[src/rtl/uart_irq_scheduler.sv]
// UART interrupt scheduler: latches one-cycle interrupt events and picks the highest-priority
// unmasked pending source. It drives a registered IRQ line and INTID and sequences ack/clear
// in NORMAL or FAST_CLEAR response mode.
// Optional: define UART_IRQ_VECTOR_EN to add vectored_i / vector_o (ISR vector output).
module uart_irq_scheduler (
  input  logic       clk_i,
  input  logic       rst_n_i,
  input  logic [7:0] event_i,
  input  logic [7:0] int_mask_i,
  input  logic [1:0] response_mode_i,
  input  logic       int_ackn_i,
`ifdef UART_IRQ_VECTOR_EN
  input  logic       vectored_i,
  output logic [7:0] vector_o,
`endif
  output logic       irq_o,
  output logic [2:0] int_id_o,
  output logic [7:0] pending_o,
  output logic       int_pending_o
);

  // Interrupt ids; the bit index in event_i / pending equals the id.
  localparam logic [2:0] IntTxDone     = 3'b000;
  localparam logic [2:0] IntConfigFail = 3'b001;
  localparam logic [2:0] IntOverrun    = 3'b010;
  localparam logic [2:0] IntFrame      = 3'b011;
  localparam logic [2:0] IntParity     = 3'b100;
  localparam logic [2:0] IntRxdRdy     = 3'b101;
  localparam logic [2:0] IntRxFull     = 3'b110;
  localparam logic [2:0] IntConfigReq  = 3'b111;

  // Only FAST_CLEAR is decoded; every other code behaves as NORMAL.
  localparam logic [1:0] ModeFastClear = 2'b01;

  typedef enum logic [2:0] {
    StIdle,
    StPrio1WaitAckn,
    StPrio1Clear,
    StPrio2WaitAckn,
    StPrio2Clear,
    StPrio3WaitAckn,
    StPrio3Clear
  } normal_interrupt_response_fsm_e;

  normal_interrupt_response_fsm_e state_q, win_wait, clear_state;

  logic [7:0] pending_q, pending_d, eligible, clear_mask;
  logic [2:0] int_id_q, win_id;
  logic       fast_q, irq_q, irq_next, win_valid, in_wait, clear_req;

  // Fixed-priority winner among pending sources whose mask is still set.
  always_comb begin
    eligible  = pending_q & int_mask_i;
    win_valid = |eligible;
    win_id    = IntTxDone;
    win_wait  = StPrio3WaitAckn;
    if (eligible[IntConfigFail]) begin
      win_id   = IntConfigFail;
      win_wait = StPrio1WaitAckn;
    end else if (eligible[IntOverrun]) begin
      win_id   = IntOverrun;
      win_wait = StPrio1WaitAckn;
    end else if (eligible[IntFrame]) begin
      win_id   = IntFrame;
      win_wait = StPrio1WaitAckn;
    end else if (eligible[IntParity]) begin
      win_id   = IntParity;
      win_wait = StPrio1WaitAckn;
    end else if (eligible[IntRxFull]) begin
      win_id   = IntRxFull;
      win_wait = StPrio2WaitAckn;
    end else if (eligible[IntRxdRdy]) begin
      win_id   = IntRxdRdy;
      win_wait = StPrio2WaitAckn;
    end else if (eligible[IntConfigReq]) begin
      win_id   = IntConfigReq;
      win_wait = StPrio3WaitAckn;
    end
  end

  // Wait-state decode, clear request and the next value of the registered IRQ line.
  always_comb begin
    in_wait = (state_q == StPrio1WaitAckn) || (state_q == StPrio2WaitAckn) ||
              (state_q == StPrio3WaitAckn);
    // FAST_CLEAR leaves WAIT after one cycle regardless of int_ackn_i.
    clear_req  = in_wait && (fast_q || int_ackn_i);
    clear_mask = clear_req ? (8'b0000_0001 << int_id_q) : 8'h00;
    irq_next   = ((state_q == StIdle) && win_valid) || (in_wait && !clear_req);
    case (state_q)
      StPrio1WaitAckn: clear_state = StPrio1Clear;
      StPrio2WaitAckn: clear_state = StPrio2Clear;
      StPrio3WaitAckn: clear_state = StPrio3Clear;
      default:         clear_state = StIdle;
    endcase
    // A new event wins over a clear of the same bit.
    pending_d = (pending_q & ~clear_mask) | (event_i & int_mask_i);
  end

  // Pending register; masked events are dropped, not deferred.
  always_ff @(posedge clk_i or negedge rst_n_i) begin
    if (!rst_n_i) begin
      pending_q <= 8'h00;
    end else begin
      pending_q <= pending_d;
    end
  end

  // Response FSM with registered irq/int_id; mode is sampled only on IDLE->WAIT.
  always_ff @(posedge clk_i or negedge rst_n_i) begin
    if (!rst_n_i) begin
      state_q  <= StIdle;
      int_id_q <= IntTxDone;
      fast_q   <= 1'b0;
      irq_q    <= 1'b0;
    end else begin
      irq_q <= irq_next;
      case (state_q)
        StIdle: begin
          if (win_valid) begin
            state_q  <= win_wait;
            int_id_q <= win_id;
            fast_q   <= (response_mode_i == ModeFastClear);
          end
        end
        StPrio1WaitAckn, StPrio2WaitAckn, StPrio3WaitAckn: begin
          if (clear_req) state_q <= clear_state;
        end
        default: state_q <= StIdle;
      endcase
    end
  end

`ifdef UART_IRQ_VECTOR_EN
  localparam logic [7:0] UartIsrVector = 8'hFF;

  logic [7:0] vector_q;

  // Vector tracks the registered IRQ, gated by the vectored-mode control bit.
  always_ff @(posedge clk_i or negedge rst_n_i) begin
    if (!rst_n_i) begin
      vector_q <= 8'h00;
    end else begin
      vector_q <= (irq_next && vectored_i) ? UartIsrVector : 8'h00;
    end
  end

  assign vector_o = vector_q;
`endif

  assign irq_o         = irq_q;
  assign int_id_o      = int_id_q;
  assign pending_o     = pending_q;
  assign int_pending_o = |pending_q;

endmodule

[config.mk]
export PLATFORM = sky130hd
export DESIGN_NAME = uart_irq_scheduler
export DESIGN_NICKNAME = d
export VERILOG_FILES = /design/src/rtl/uart_irq_scheduler.sv
export SDC_FILE = /design/constraint.sdc
export NUM_CORES = 1
export LEC_CHECK = 0
export ABC_CLOCK_PERIOD_IN_PS = 3070
export CAP_MARGIN = 5
export CORE_AREA = 5 5 50 52
export CTS_CLUSTER_SIZE = 20
export DETAILED_ROUTE_END_ITERATION = 16
export DIE_AREA = 0 0 55 57
export GPL_TIMING_DRIVEN = 1
export MAX_ROUTING_LAYER = met4
export PLACE_DENSITY = 0.81
export SETUP_SLACK_MARGIN = 0.3
export SLEW_MARGIN = 15
export SYNTH_ARGS = -nofsm -noshare
export SYNTH_HDL_FRONTEND = slang
export SYNTH_SLANG_ARGS = --single-unit
[constraint.sdc]
create_clock -name clk_i -period 3.07 [get_ports clk_i]
set_input_delay 0.614 -clock clk_i [delete_from_list [all_inputs] [get_ports clk_i]]
set_output_delay 0.614 -clock clk_i [all_outputs]
set_load 0.005 [all_outputs]
======== Word-level counts from Yosys, hierarchy flattened ========
Index checks and enable logic that the tools add are counted.
operators by class
  muxes and demuxes ....................... 18
  reduce and logical (&&, ||, !) cells .... 14
  equal/unequal tests ..................... 6
  shift operators ......................... 1
  bitwise operators ....................... 5
operators by type and width
  kind                                                  count
  two-way mux 3 bit                                     15
  AND 8 bit                                             3
  OR reduction 8 bit                                    2
  one-hot mux 3 bit (3 select lines)                    1
  two-way mux 8 bit                                     1
  NOT 8 bit                                             1
  bitwise OR 8 bit                                      1
  left shift 1 x 3 -> 8 bit (first input constant)      1
  one-hot mux 3 bit (2 select lines)                    1
  logical OR 1 bit                                      4
  inequality test 2 bit (second input constant)         2
  AND reduction 2 bit                                   2
  equality test 3 x 1 -> 1 bit (second input constant)  1
  equality test 3 x 2 -> 1 bit (second input constant)  1
  equality test 3 bit (second input constant)           1
  logical AND 1 bit                                     3
  zero test 3 bit                                       1
  OR reduction 3 bit                                    1
  equality test 2 x 1 -> 1 bit (second input constant)  1
  zero test 1 bit                                       1
storage, ports and cells
  logic and storage cells ................. 49
  output and inout bits ................... 13
  bits in registers ....................... 16
  bits of input ports ..................... 21

======== Depth between registers and ports, before layout ========
Gate-level depths: netlist of the first run.
  depth after elaboration ................. 9
  gate-level depth with buffers ........... 5
  depth with buffers taken out ............ 4

======== Worst setup path before layout of the first run ========
No wires, ideal clock.
  path type ............................... input port to flip-flop
  start ................................... in int_mask_i[3]
  end ..................................... reg int_id_q[0], in the netlist int_id_o[0]
  setup slack ............................. 1.294 ns
  cell stages on the path ................. 5
  data arrival time ....................... 1.658 ns
  setup time .............................. 0.118 ns
  buffers on the path ..................... 1
  required time ........................... 2.952 ns
  cells stage by stage .................... a222oi_1 > a41o_1 > buf_6 > a31oi_1 > a21o_1
on the way
  cells in the longest elaborated chain, start to end .. 4
  elaborated cells between the ends (all ways) .. 6
  classes of those cells .................. 3 x mux; 1 x bitwise; 2 x reduce/logical
RTL lines
  element               RTL line  RTL
  start, declared       9         input logic [7:0] int_mask_i,
  AND 8 bit *           53        eligible = pending_q & int_mask_i;
  two-way mux 3 bit     63        end else if (eligible[IntFrame]) begin
  two-way mux 3 bit     60        end else if (eligible[IntOverrun]) begin
  two-way mux 3 bit     57        if (eligible[IntConfigFail]) begin
  end signal, assigned  112       int_id_q <= IntTxDone;
  end signal, assigned  121       int_id_q <= win_id;
  end, declared         48        logic [2:0] int_id_q, win_id;
Every way passes the cells marked *; elsewhere a longest branch is shown, timed or not.
A chain may end at the register's enable or synchronous reset.

======== Final worst setup path of the first run ========
  start ................................... reg pending_q[6], in the netlist pending_o[6]
  end ..................................... out int_pending_o
on the way
  cells in the longest elaborated chain, start to end .. 1
RTL lines
  element                 RTL line  RTL
  start, declared         47        logic [7:0] pending_q, pending_d, eligible, clear_mask;
  start signal, assigned  104       pending_q <= pending_d;
  OR reduction 8 bit      153       assign int_pending_o = |pending_q;
  end, declared           19        output logic int_pending_o
No other way between the ends.

==> results_dict.tcl, run 1 <==
set metrics [dict create \
    status "completed" \
    via_count 839 \
    period_needed_ns 2.22 \
    grt_pass1_vias 809 \
    post_cts_resize_count 0 \
    viasPerCell 5.56 \
    numCtsBuffers 3 \
    cp_max_fo 6 \
    io_pins 34 \
    maxCapViolations 0 \
    yosys.area.top_type "dfrtp_1" \
    slew_violations 0 \
    dieWidth_um 55 \
    setup_viol 0 \
    cts_tree "done" \
    final_antenna_net_count 0 \
    synth_ff_type "dfrtp_1" \
    cts-root-buf "clkbuf_4" \
    dr.first_iter.drc_count 48 \
    grt_overflow_total 0 \
    syn_nets 110 \
    finClkSkew_ns 0.00865 \
    area_growth_pct 44.4 \
    synthTopCellsByArea "dfrtp_1 48%, nand2_1 10%, a22o_1 6.3%, nand3b_1 3.6%, nand3_1 2.4%" \
    diodes 0 \
    cp-start-kind "flip-flop" \
    dr.pass1.iters 4 \
    path_class "reg -> out" \
    gp_congestion 0.822 \
    max_slew_margin_pct 52.2 \
    rsz0062_at_grt "false" \
    p_leak_nw 0.512 \
    yosys.area.top_type_share_pct 47.7 \
    worstHoldPathType "reg -> reg" \
    drive_gt1_share_pct 6.50 \
    die_h_um 57 \
    postSynthAreaPerCell_um2 9.43 \
    endpoint_kind "output port" \
    drcViolationCount 0 \
    grtUsageTotal_pct 15.9 \
    die-area_mm2 0.00314 \
    grt_pass1_wl_um 3550 \
    power.density_mw_per_mm2 796 \
    yosysWarnings 0 \
    row_count 17 \
    yosysMostFrequentCell "nand2_1" \
    routed_wl_um 2250 \
    clkSinkCount 16 \
    clock_latency_ns 0.29 \
    portBuffers 33 \
    post_cts_buffers 0 \
    path_clk_slew_ns 0.09 \
    syn_area_um2 840 \
    wl_per_cell_um 14.9 \
    post-route-period-util_pct 72.3 \
    ctsLongestPathBuffers 2 \
    cts_hold_buf 0 \
    synth_cells 89 \
    start_util_pct 40.7 \
    synth-edff-count 0 \
    ys_types 29 \
    hold_viol 0 \
    layout.nets 145 \
    worstPathRequired_ns 2.46 \
    tightestPinTransition_ns 0.715 \
    postSynth.asyncResetShare_pct 100 \
    grt_max_degree 17 \
    ys_top_cells_by_count "23 x nand2_1, 16 x dfrtp_1, 6 x a22o_1" \
    dpl.hpwl_um 1670 \
    antenna_found_initial 0 \
    vdd_drop_max_v 0.000422 \
    seq_area_frac_synth_pct 47.7 \
    ys_ff_latch 16 \
    h-tree-depth 1 \
    fmax_mhz 450 \
    fin_setup_tns_ns 0 \
    arrival_ns 1.61 \
    core-area_mm2 0.00206 \
    holdWs_ns 0.533 \
]
## where the power goes
part	leakage [nW]	internal, W	switching, W
combinational	0.316	0.000241	0.000174
clock	0.0210	0.0000722	0.0000691
sequential	0.175	0.000294	0.000115
total	0.512	0.000607	0.000358
## area by class of cell
type | instances | area, µm²
clock buffer | 4 | 36.3
tap | 28 | 35.0
timing repair buffer | 33 | 330
sequential | 16 | 400
multi-input combinational | 69 | 407
fill | 195 | 851
inverter | 1 | 3.75
## per-layer routing
metal	up-vias	share of wire, %	global-route usage [%]	wire length [µm]
met1	396	40	20.2	894
met5	-	0	-	0
li1	397	-	-	-
met2	40	48	23.8	1090
met4	0	2.5	8.68	56
met3	6	9.2	2.09	207
## flip-flops by register name (all words and copies together), names as in the netlist
| name | flops |
|---|---|
| pending_o | 8 |
| int_id_o | 3 |
| state_q | 3 |
| fast_q | 1 |
| irq_o | 1 |
## worst paths after layout
| kind | from | end | slack, ns | cells after the start |
|---|---|---|---|---|
| worst max-delay path | pending_o[6]$_DFF_PN0_ | int_pending_o | 0.85 | 3 |
| worst min-delay path | state_q[1]$_DFFE_PN0P_ | state_q[1]$_DFFE_PN0P_ | 0.53 | 1 |
| worst max register to register | pending_o[3]$_DFF_PN0_ | int_id_o[0]$_DFFE_PN0P_ | 1.21 | 4 |
| worst min register to register | state_q[1]$_DFFE_PN0P_ | state_q[1]$_DFFE_PN0P_ | 0.53 | 1 |
| max in group asynchronous | rst_n_i | pending_o[6]$_DFF_PN0_ | 1.87 | 1 |
| min in group asynchronous | rst_n_i | pending_o[1]$_DFF_PN0_ | 0.74 | 1 |
## cell usage in the layout (no fill, tap or decap)
cell / count
a22o_2: 1
or3_1: 1
nor4_1: 2
and3_1: 1
nand2b_1: 3
or3b_2: 2
o21a_1: 1
a31oi_1: 1
a32o_1: 1
clkdlybuf4s50_1: 33
a222oi_1: 1
a22oi_1: 2
a21oi_1: 2
o22ai_1: 1
a22o_1: 6
dfrtp_1: 16
nand2_1: 23
o21ai_0: 4
inv_1: 1
a41o_1: 1
a21o_2: 1
clkbuf_8: 1
nand3b_1: 4
clkbuf_4: 3
o31ai_1: 2
nand3_1: 4
nor2_1: 3
a41oi_1: 1
a21o_1: 1
## kinds of logic after synthesis
family	Yosys count	share of synthesized area [%]
buf+inv	4	3.87
flops	16	47.7
compound gates	26	23.5
simple gates	43	24.9
## metrics by stage
stage	utilization [%]	std cells	worst slack, ns	total power [W]	cell area (µm²)
floorplan	-	89	1.29	0.000646	840
global placement	57.0	147	0.674	0.000811	1180
detailed placement	57.0	147	0.564	0.000820	1180
CTS	58.8	151	0.831	0.000965	1210
global route	58.8	151	0.677	0.00103	1210
finish	58.8	151	0.849	0.000965	1210
## critical path, stage by stage (launching register included)
cell and delay (ns):
dfrtp_1 0.44, nor4_1 0.33, nand2_1 0.10, clkdlybuf4s50_1 0.45
Power figures use the tool's default switching activity.
==> run 2: changes to the inputs <==
--- a/config.mk
+++ b/config.mk
@@ -5,15 +5,15 @@
 export SDC_FILE = /design/constraint.sdc
 export NUM_CORES = 1
 export LEC_CHECK = 0
-export ABC_CLOCK_PERIOD_IN_PS = 3070
+export ABC_CLOCK_PERIOD_IN_PS = 2200
 export CAP_MARGIN = 5
-export CORE_AREA = 5 5 50 52
+export CORE_AREA = 5 5 51 53
 export CTS_CLUSTER_SIZE = 20
 export DETAILED_ROUTE_END_ITERATION = 16
-export DIE_AREA = 0 0 55 57
+export DIE_AREA = 0 0 56 58
 export GPL_TIMING_DRIVEN = 1
 export MAX_ROUTING_LAYER = met4
-export PLACE_DENSITY = 0.81
+export PLACE_DENSITY = 0.78
 export SETUP_SLACK_MARGIN = 0.3
 export SLEW_MARGIN = 15
 export SYNTH_ARGS = -nofsm -noshare
==> constraint.sdc (replaced) <==
create_clock -name clk_i -period 2.2 [get_ports clk_i]
set_input_delay 0.44 -clock clk_i [delete_from_list [all_inputs] [get_ports clk_i]]
set_output_delay 0.44 -clock clk_i [all_outputs]
set_load 0.005 [all_outputs]
==> results_dict.tcl, run 2 (synthesized netlist as in run 1, its figures left out) <==
set metrics [dict create \
    arrival_ns 1.40 \
    path_cells "clkdlybuf4s50_1" \
    numCtsBuffers 3 \
    setup_viol 0 \
    cpPeakStageDelay_ns 0.57 \
    post-route-period-util_pct 83.5 \
    antenna_found_initial 0 \
    critPathBufInv 1 \
    grt_max_degree 17 \
    crit_family "buffers and inverters" \
    tightestPinTransition_ns 0.472 \
    path_class "reg -> out" \
    cts_tree "done" \
    worstHoldPathType "in -> async" \
    grt_overflow_total 0 \
    final_common_cell "clkdlybuf4s50_1" \
    via_count 881 \
    clkSinkCount 16 \
    max_slew_margin_pct 68.5 \
    final_antenna_net_count 0 \
    grt_pass1_wl_um 3890 \
    cp_max_fo 10 \
    die_h_um 58 \
    gp_congestion 0.781 \
    p_leak_nw 0.541 \
    row_count 17 \
    holdWs_ns 0.458 \
    power.total_w 0.00141 \
    cp-start-kind "flip-flop" \
    core-area_mm2 0.00211 \
    grt_pass1_vias 838 \
    hold_viol 0 \
    dr.first_iter.drc_count 55 \
    fill_cells 191 \
    dr.pass1.iters 4 \
    rsz0062_at_grt "false" \
    vdd_drop_max_v 0.000556 \
    layout.nets 152 \
    drcViolationCount 0 \
    slew_violations 0 \
    viasPerCell 5.58 \
    fin_setup_tns_ns 0 \
    die-area_mm2 0.00325 \
    portBuffers 33 \
    status "completed" \
    wl_per_cell_um 15.6 \
    path_clk_slew_ns 0.10 \
    area_growth_pct 50.7 \
    dpl.hpwl_um 1780 \
    largest_register_ffs 8 \
    layout_common_cells "32 x clkdlybuf4s50_1, 23 x nand2_1, 16 x dfrtp_1, 7 x buf_4, 6 x a22o_1" \
    h-tree-depth 1 \
    clock_latency_ns 0.29 \
    drive_gt1_share_pct 12.3 \
    crit_slowest_cell "clkdlybuf4s50_1" \
    cts_hold_buf 0 \
    start_util_pct 39.9 \
    fmax_mhz 544 \
    grtUsageTotal_pct 15.7 \
    power.density_mw_per_mm2 1120 \
    worstPathRequired_ns 1.76 \
    diodes 0 \
    dieWidth_um 56 \
    io_pins 34 \
    endpoint_kind "output port" \
    period_needed_ns 1.84 \
    ctsLongestPathBuffers 2 \
    finClkSkew_ns 0.00701 \
    maxCapViolations 0 \
    routed_wl_um 2460 \
    cts-root-buf "clkbuf_4" \
]
## run 2: metal layers
metal	vias up	track usage, %	wire (µm)
met1	410	18.2	1050
met2	49	26.9	1180
met4	0	6.10	59
li1	413	-	-
met3	9	2.90	177
met5	-	-	0
## run 2: repair_timing
item / in CTS / in global routing
buffers inserted: 4 / 0
setup endpoints to repair: 1 / 1
endpoints found under the hold margin: 0 / 0
resized for setup: 1 / 1
cloned: 0 / 0
pin swaps: 1 / 0
## run 2: worst paths after layout
check | endpoint | cells past startpoint | slack, ns | from
hold / removal | pending_o[5]$_DFF_PN0_ | 2 | 0.46 | rst_n_i
setup / recovery | int_id_o[1] | 1 | 0.36 | int_id_o[1]$_DFFE_PN0P_
setup reg to reg | int_id_o[0]$_DFFE_PN0P_ | 5 | 0.53 | pending_o[2]$_DFF_PN0_
min in group clk_i | fast_q$_DFFE_PN0P_ | 2 | 0.56 | fast_q$_DFFE_PN0P_
max in group asynchronous | irq_o$_DFF_PN0_ | 2 | 1.55 | rst_n_i
hold reg to reg | fast_q$_DFFE_PN0P_ | 2 | 0.56 | fast_q$_DFFE_PN0P_
## run 2: cell type report
| cell class | count | area (µm²) | share of cell area (%) |
|---|---|---|---|
| Timing Repair Buffer | 40 | 382 | 30.2 |
| Inverter | 1 | 3.75 | 0.297 |
| Multi-Input combinational cell | 69 | 408 | 32.2 |
| Tap cell | 28 | 35.0 | 2.77 |
| Sequential cell | 16 | 400 | 31.7 |
| Clock buffer | 4 | 36.3 | 2.87 |
## run 2: where the power goes
group	total, W	internal [W]	switching [W]
Combinational	0.000662	0.000380	0.000281
Clock	0.000197	0.000101	0.0000962
Sequential	0.000552	0.000410	0.000143
## run 2: stage by stage
step	instance area (µm²)	util (%)	std cells	worst slack [ns]
after global routing	1260	60.1	158	0.312
after CTS	1260	60.0	158	0.364
final	1260	60.1	158	0.363
after global placement	1200	56.9	150	0.200
after floorplan	840	-	89	0.583
after detailed placement	1200	56.9	150	0.150
==> run 3: changes to the inputs <==
--- a/config.mk
+++ b/config.mk
@@ -5,7 +5,7 @@
 export SDC_FILE = /design/constraint.sdc
 export NUM_CORES = 1
 export LEC_CHECK = 0
-export ABC_CLOCK_PERIOD_IN_PS = 2200
+export ABC_CLOCK_PERIOD_IN_PS = 1700
 export CAP_MARGIN = 5
 export CORE_AREA = 5 5 51 53
 export CTS_CLUSTER_SIZE = 20
==> constraint.sdc (replaced) <==
create_clock -name clk_i -period 1.7 [get_ports clk_i]
set_input_delay 0.34 -clock clk_i [delete_from_list [all_inputs] [get_ports clk_i]]
set_output_delay 0.34 -clock clk_i [all_outputs]
set_load 0.005 [all_outputs]
==> results_dict.tcl, run 3 (synthesized netlist as in run 1, its figures left out) <==
set metrics [dict create \
    layout_common_cells "25 x buf_4, 21 x nand2_1, 18 x clkdlybuf4s50_1, 13 x dfrtp_1, 12 x buf_6" \
    routed_wl_um 2950 \
    die_h_um 58 \
    vdd_drop_max_v 0.000883 \
    setup_viol 0 \
    cts_hold_buf 0 \
    drive_gt1_share_pct 39.0 \
    finClkSkew_ns 0.00506 \
    drcViolationCount 0 \
    holdWs_ns 0.367 \
    regToRegEndpoint "int_id_o[1]$_DFFE_PN0P_" \
    dieWidth_um 56 \
    via_count 1007 \
    gp_congestion 0.778 \
    cp_max_fo 3 \
    row_count 17 \
    fmax_mhz 630 \
    worstHoldPathType "in -> async" \
    reg2regPathDepth 7 \
    max_slew_margin_pct 73.8 \
    grt_pass1_vias 989 \
    viasPerCell 5.39 \
    clock_latency_ns 0.29 \
    grt_pass1_wl_um 4650 \
    dpl_worst_slack_ns -0.178 \
    path_clk_slew_ns 0.10 \
    dr.pass1.iters 4 \
    maxCapViolations 0 \
    core-area_mm2 0.00211 \
    dr.first_iter.drc_count 41 \
    r2r_start "pending_o[2]$_DFF_PN0_" \
    power.density_mw_per_mm2 1470 \
    die-area_mm2 0.00325 \
    dpl.hpwl_um 1930 \
    wl_per_cell_um 15.8 \
    ff2ff_setup_slack_ns 0.11 \
    fill_cells 147 \
    finalCoreUtilization_pct 74.1 \
    grt_max_degree 17 \
    final_common_cell "buf_4" \
    antenna_found_initial 0 \
    cp-startpoint "pending_o[2]$_DFF_PN0_" \
    rsz0062_at_grt "true" \
    layout.nets 181 \
    tightestPinTransition_ns 0.393 \
    hold_viol 0 \
    dpl-instance-area_mm2 0.00131 \
    status "completed" \
    worstPathRequired_ns 1.90 \
    area_growth_pct 85.8 \
    numCtsBuffers 3 \
    path_class "reg -> reg" \
    cts_tree "done" \
    post-route-period-util_pct 93.4 \
    endpoint_kind "flip-flop" \
    cp-start-kind "flip-flop" \
    setup_ws_ns 0.112 \
    cts-root-buf "clkbuf_4" \
    io_pins 34 \
    clkSinkCount 16 \
    cp-endpoint "int_id_o[1]$_DFFE_PN0P_" \
    grtUsageTotal_pct 18.7 \
    final_antenna_net_count 0 \
    slew_violations 0 \
    arrival_ns 1.79 \
    stdcell_area_mm2 0.00156 \
    ctsLongestPathBuffers 2 \
    grt_overflow_total 0 \
    start_util_pct 39.9 \
    largest_register_ffs 8 \
    p_leak_nw 0.720 \
    h-tree-depth 1 \
    portBuffers 33 \
    period_needed_ns 1.59 \
    diodes 0 \
]
## run 3: cell count changes in the layout (fill, tap and decap cells not counted), moves of 3 or more
cell and delta:
buf_6 +12, dlygate4sd2_1 +7, dfrtp_1 -3, buf_4 +18, clkbuf_2 +3, clkdlybuf4s50_1 -14
dfrtp_2 +3
## run 3: metal layers
metal	up-vias	global-route usage, %	share of wire [%]
met4	0	6.10	1.4
li1	472	-	-
met2	40	33.6	52
met1	490	21.6	41
met5	-	-	0
met3	5	2.67	5.3
## run 3: stage by stage
| step | power [W] | cells | TNS, ns |
|---|---|---|---|
| floorplan | 0.00117 | 89 | 0 |
| finish | 0.00230 | 187 | 0 |
| detailed placement | 0.00164 | 165 | -1.37 |
| global placement | 0.00161 | 165 | -1.13 |
| CTS | 0.00218 | 185 | 0 |
| global route | 0.00243 | 187 | 0 |
## run 3: repair_timing
item / 4_1_cts / 5_1_grt
resized for setup: 48 / 10
endpoints found under the setup margin: 25 / 17
endpoints found under the hold margin: 0 / 0
pin swaps: 12 / 6
setup buffers: 16 / 2
## run 3: how the worst min path moves through the flow
stage / from / endpoint / cells after the start
after detailed placement: fast_q$_DFFE_PN0P_ / fast_q$_DFFE_PN0P_ / 2
after global placement: fast_q$_DFFE_PN0P_ / fast_q$_DFFE_PN0P_ / 2
after floorplan: rst_n_i / fast_q$_DFFE_PN0P_ / 0
final: rst_n_i / pending_o[7]$_DFF_PN0_ / 2
after global routing: rst_n_i / pending_o[4]$_DFF_PN0_ / 2
after CTS: rst_n_i / int_id_o[2]$_DFFE_PN0P_ / 2
## run 3: critical path: stages, from the launching register on
cell and delay (ns):
dfrtp_1 0.41, buf_6 0.13, a222oi_1 0.28, buf_4 0.19
a41o_1 0.25, buf_6 0.13, nand2_1 0.06, o31ai_2 0.06
## run 3: area by class of cell
type                       instances  area (µm²)  share of cell area, %
timing repair buffer              69         613                   39.3
multi-input combinational         69         468                   30.0
sequential                        16         404                   25.9
clock buffer                       4        36.3                   2.33
tap                               28        35.0                   2.25
inverter                           1        3.75                  0.241
## run 3: where the power goes
group	internal, W	switching [W]
clock	0.000130	0.000123
sequential	0.000537	0.000132
combinational	0.000787	0.000587
total	0.00145	0.000842
